$ cat config.mk
export PLATFORM = sky130hd
export DESIGN_NAME = shift_add_mult_flat
export DESIGN_NICKNAME = d
export VERILOG_FILES = /design/src/rtl/shift_add_mult_if.sv /design/src/rtl/shift_add_mult.sv /design/src/flat_wrapper.sv
export SDC_FILE = /design/constraint.sdc
export NUM_CORES = 1
export LEC_CHECK = 0
export ABC_AREA = 1
export BUFFER_PORTS_ARGS = -buffer_cell sky130_fd_sc_hd__buf_2
export CAP_MARGIN = 20
export CORE_MARGIN = 5
export CORE_UTILIZATION = 48
export CTS_CLUSTER_DIAMETER = 200
export DETAILED_ROUTE_END_ITERATION = 16
export MAX_ROUTING_LAYER = met4
export PLACE_DENSITY = 0.76
export SLEW_MARGIN = 15
export SYNTH_ARGS = -nofsm -noshare
export SYNTH_HDL_FRONTEND = slang
export SYNTH_SLANG_ARGS = --single-unit
$ cat constraint.sdc
create_clock -name clk -period 2.1 [get_ports clk]
set_clock_uncertainty 0.1 [all_clocks]
set_input_delay 0 -clock clk [delete_from_list [all_inputs] [get_ports clk]]
set_output_delay 0 -clock clk [all_outputs]
set_load 0.005 [all_outputs]
$ cat src/rtl/shift_add_mult_if.sv
// Operand/result bundle for the iterative shift-add multiplier.
// Handshake: the master raises start with a/b valid; the slave accepts it only while busy=0,
// then raises busy until the job ends. done pulses for one enabled cycle with product valid,
// and product holds while idle until the next accepted start.
interface shift_add_mult_if #(
    parameter int n = 8
);
    logic             start;
    logic [n-1:0]     a;
    logic [n-1:0]     b;
    logic             busy;
    logic             done;
    logic [2*n-1:0]   product;

    modport master (output start, a, b, input busy, done, product);
    modport slave  (input start, a, b, output busy, done, product);
endinterface

$ cat src/rtl/shift_add_mult.sv
// Iterative unsigned multiplier: one shift-left-by-one of the multiplicand and a
// conditional accumulate per enabled cycle, n cycles per product.
module shift_add_mult #(
    parameter int n = 8
) (
    input  logic                 clk,
    input  logic                 rst,
    input  logic                 en,
    shift_add_mult_if.slave      bus,
    output logic [1:0]           state_dbg
);
    localparam int CW = (n > 1) ? $clog2(n) : 1;
    localparam logic [CW-1:0] LAST = CW'(n - 1);

    typedef enum logic [1:0] {
        IDLE = 2'd0,
        RUN  = 2'd1,
        DONE = 2'd2
    } state_t;

    state_t          state, state_next;
    logic [2*n-1:0]  mcand, mcand_next;
    logic [n-1:0]    mplier, mplier_next;
    logic [2*n-1:0]  acc, acc_next;
    logic [CW-1:0]   count, count_next;

    always_ff @(posedge clk) begin
        if (rst) begin
            state  <= IDLE;
            mcand  <= '0;
            mplier <= '0;
            acc    <= '0;
            count  <= '0;
        end else if (en) begin
            state  <= state_next;
            mcand  <= mcand_next;
            mplier <= mplier_next;
            acc    <= acc_next;
            count  <= count_next;
        end
    end

    always_comb begin
        state_next  = state;
        mcand_next  = mcand;
        mplier_next = mplier;
        acc_next    = acc;
        count_next  = count;
        case (state)
            IDLE: begin
                // acc is left alone here so the last product stays visible
                if (bus.start) begin
                    mcand_next  = {{n{1'b0}}, bus.a};
                    mplier_next = bus.b;
                    acc_next    = '0;
                    count_next  = '0;
                    state_next  = RUN;
                end
            end
            RUN: begin
                if (mplier[0]) acc_next = acc + mcand;
                mcand_next  = mcand << 1;
                mplier_next = mplier >> 1;
                count_next  = count + CW'(1);
                if (count == LAST) state_next = DONE;
            end
            DONE:    state_next = IDLE;
            default: state_next = IDLE;
        endcase
    end

    assign bus.busy    = (state != IDLE);
    assign bus.done    = (state == DONE);
    assign bus.product = acc;
    assign state_dbg   = state;
endmodule

$ cat src/flat_wrapper.sv
// flat-port wrapper written by rule: the top's interface ports become plain ports
module shift_add_mult_flat 
#(
    parameter int n = 8
)
  (clk, rst, en, state_dbg, bus_start, bus_a, bus_b, bus_busy, bus_done, bus_product);
  shift_add_mult_if #(.n(n)) bus_i ();
  input  logic clk;
  input  logic rst;
  input  logic en;
  output logic [1:0] state_dbg;
  input wire logic [$bits(bus_i.start)-1:0] bus_start;
  input wire logic [$bits(bus_i.a)-1:0] bus_a;
  input wire logic [$bits(bus_i.b)-1:0] bus_b;
  output wire logic [$bits(bus_i.busy)-1:0] bus_busy;
  output wire logic [$bits(bus_i.done)-1:0] bus_done;
  output wire logic [$bits(bus_i.product)-1:0] bus_product;
  assign bus_i.start = bus_start;
  assign bus_i.a = bus_a;
  assign bus_i.b = bus_b;
  assign bus_busy = bus_i.busy;
  assign bus_done = bus_i.done;
  assign bus_product = bus_i.product;
  shift_add_mult #(.n(n)) u_core (.clk(clk), .rst(rst), .en(en), .bus(bus_i), .state_dbg(state_dbg));
endmodule
==> flow_summary.toml <==
[cts]
cts_tree = "yes"
htree_levels = 2
cts_sinks = 45
cts_root_buf = "clkbuf_8"
path_clk_slew_ns = 0.10
clock_latency_ns = 0.31
cts_buffer_depth = 2
numCtsBuffers = 5
cts_setup_buffers = 0

[die]
fp.dieW_microns = 85.7
placementRows = 27
start_util = 0.496
core_area_sq_mm = 0.00554
die_y_microns = 85.7
io_pins = 40
dieArea_sq_mm = 0.00734

[synth]
netlist_area_sq_mm = 0.00275
ys_dominant_reg_cell = "dfxtp_1"
synth_edf_count = 0
ys_seq_area_frac = 0.328
yosys_warnings = 0
synth_area_per_cell_sq_um = 6.80
yosys-top-cells-count = "146 x nand2_1, 45 x dfxtp_1, 45 x inv_1"
synth_largest_area_cell = "dfxtp_1"
syn_inst = 404
synth_top_area_frac = 0.328
syn_nets = 442
ys_types = 30
ys_ff_latch = 45
yosysMostFrequentCell = "nand2_1"
synthTopCellsByArea = "dfxtp_1 33%, nand2_1 20%, ha_1 7.7%, inv_1 6.1%, a21oi_1 5.3%"
async_flop_share = 0

[cells_and_area]
drive_gt1_frac = 0.191
layout.area.seq_sq_um = 901
fillers = 540
fin_util = 0.596
syn2layout_area_growth_pct = 20.1
multi_input_comb_area_sq_mm = 0.00161
finalNetCount = 497
diodes = 0

[run]
cap_violations = 0

[grt]
grt_max_degree = 32
grt_first_pass_wirelength_mm = 11.1
gr-total-overflow = 0
grt.busiest_layer = "met2"
grt_use_met3 = 0.0288
gr-usage-met2 = 0.330
grt_usage = 0.190
antenna_found_initial = 0
grt_use_met1 = 0.234
grt_pass1_vias = 2503

[worst_hold_path]
hold_class = "input pin to register"

[placement]
place_congestion = 0.819
dp_hpwl_mm = 4.62
port-buffer-count = 39

[setup_path]
critPathKind = "register to register"
slowest_stage = "dfxtp_1"
start_kind = "register"
cp.required_ns = 2.19
arrival_ns = 2.08
critical-path-top-delay-family = "simple AND/OR/NAND/NOR gates"
max_stage_delay_ns = 0.38
path_cells = "ha_1 -> inv_1 -> fa_1 -> inv_2 -> nand3_1 -> nand3_1 -> a21oi_1 -> or2_2 -> nand3_2 -> a21oi_2"
path_common_cell = "nand3_1"
worst-path-max-fanout = 4
worst_setup_path_end_kind = "register"
path_buf_inv = 2

[detailed_routing]
drtPass1Iterations = 5
wire_per_inst_microns = 12.4
ant_nets = 0
wl_mm = 6.61
drtIter0Drc = 166
drc_errors = 0
vias_per_cell = 5.05
vias = 2689

[power]
vdd_drop_max_uv = 447
p_per_area_mw_per_mm2 = 554
leakagePower_nw = 1.59

[timing]
finalMaxSlewViolations = 0
hold_viol = 0
report.final.setup_viol = 0
fin_setup_tns_ns = 0
max_freq_ghz = 0.501
fin_crit_ns = 2.00
worst_pin_slew_ns = 0.835
slew_headroom = 0.443
rsz0062_at_grt = "false"
finalCritPeriodShare = 0.950

[run_status]
status = "completed"
cells by family after synthesis:
| group | count (synthesis) | synth area share |
|---|---|---|
| DFF | 45 | 0.328 |
| xor gates and xnor gates | 1 | 0.00319 |
| AOI/OAI and AO/OA | 73 | 0.157 |
| adders and majority gates | 18 | 0.0847 |
| buffers and inverters | 60 | 0.0869 |
| and+or+nand+nor | 207 | 0.340 |
worst paths after layout:
check	from	to	slack, ns	cells past startpoint
setup reg to reg	u_core.mcand[0]	u_core.bus.product[8]	0.10	10
setup / recovery	u_core.mcand[0]	u_core.bus.product[8]	0.10	10
hold / removal	rst	u_core.mcand[4]	0.07	4
hold reg to reg	u_core.count[1]	u_core.count[1]	0.37	2
timing repair:
item	CTS	global route
hold buffers	17	0
hold endpoints to repair	18	0
endpoints found under the setup margin	0	1
resized for setup	0	1
layout by cell type, fill, tap and decap left out, types with 2 or more instances in the layout:
cell / Yosys / layout
nand2_1: 146 / 146
dfxtp_1: 45 / 45
inv_1: 45 / 44
buf_2: 3 / 39
a21oi_1: 29 / 29
nand3_1: 17 / 17
ha_1: 17 / 17
dlygate4sd3_1: 0 / 17
o21ai_0: 16 / 16
nor2_1: 15 / 15
a31oi_1: 14 / 14
nand3_2: 10 / 10
a21oi_2: 10 / 10
or2_2: 8 / 8
clkbuf_8: 0 / 5
buf_4: 0 / 5
nand3b_1: 3 / 3
nor3_1: 3 / 3
o21ai_2: 2 / 2
inv_2: 1 / 2
worst reg2reg max path, stage by stage, from the launching register on:
cell and delay [ns]:
dfxtp_1 0.38, ha_1 0.18, inv_1 0.05, fa_1 0.37, inv_2 0.09, nand3_1 0.07, nand3_1 0.13, a21oi_1 0.09
or2_2 0.29, nand3_2 0.07, a21oi_2 0.05
cell type report:
| class | count | share of cell area |
|---|---|---|
| Tap cell | 72 | 0.0273 |
| Timing Repair Buffer | 61 | 0.122 |
| Clock buffer | 5 | 0.0208 |
| Clock inverter | 3 | 0.0152 |
| Multi-Input combinational cell | 299 | 0.487 |
| Sequential cell | 45 | 0.273 |
| Inverter | 47 | 0.0542 |
report_power, final:
part / internal, mW / switching, mW
logic: 0.0886 / 0.125
registers: 0.881 / 0.0242
clock network: 0.365 / 0.344
total: 1.34 / 0.493
flip-flops by register name, summed over array words and instances, names as in the netlist:
name	count
u_core.mplier	8
u_core.bus.product	16
u_core.mcand	16
u_core.state_dbg	2
u_core.count	3
metrics by stage:
stage | power [mW] | cell area, sq um | worst slack, ns | hold WS, ns | instances
after floorplan | 1.05 | 2750 | 0.235 | 0.0589 | 404
after global placement | 1.11 | 3010 | 0.191 | 0.172 | 507
after detailed placement | 1.11 | 3010 | 0.113 | 0.174 | 507
after CTS | 1.84 | 3300 | 0.0916 | 0.0449 | 532
after global routing | 1.90 | 3300 | 0.0204 | 0.0995 | 532
final | 1.83 | 3300 | 0.105 | 0.0662 | 532
metal layers:
metal,wire length [microns],vias to the layer above
met4,27,0
met1,3010,1208
met5,0,-
li1,-,1421
met3,306,2
met2,3270,58
(Power assumes the default switching activity.)
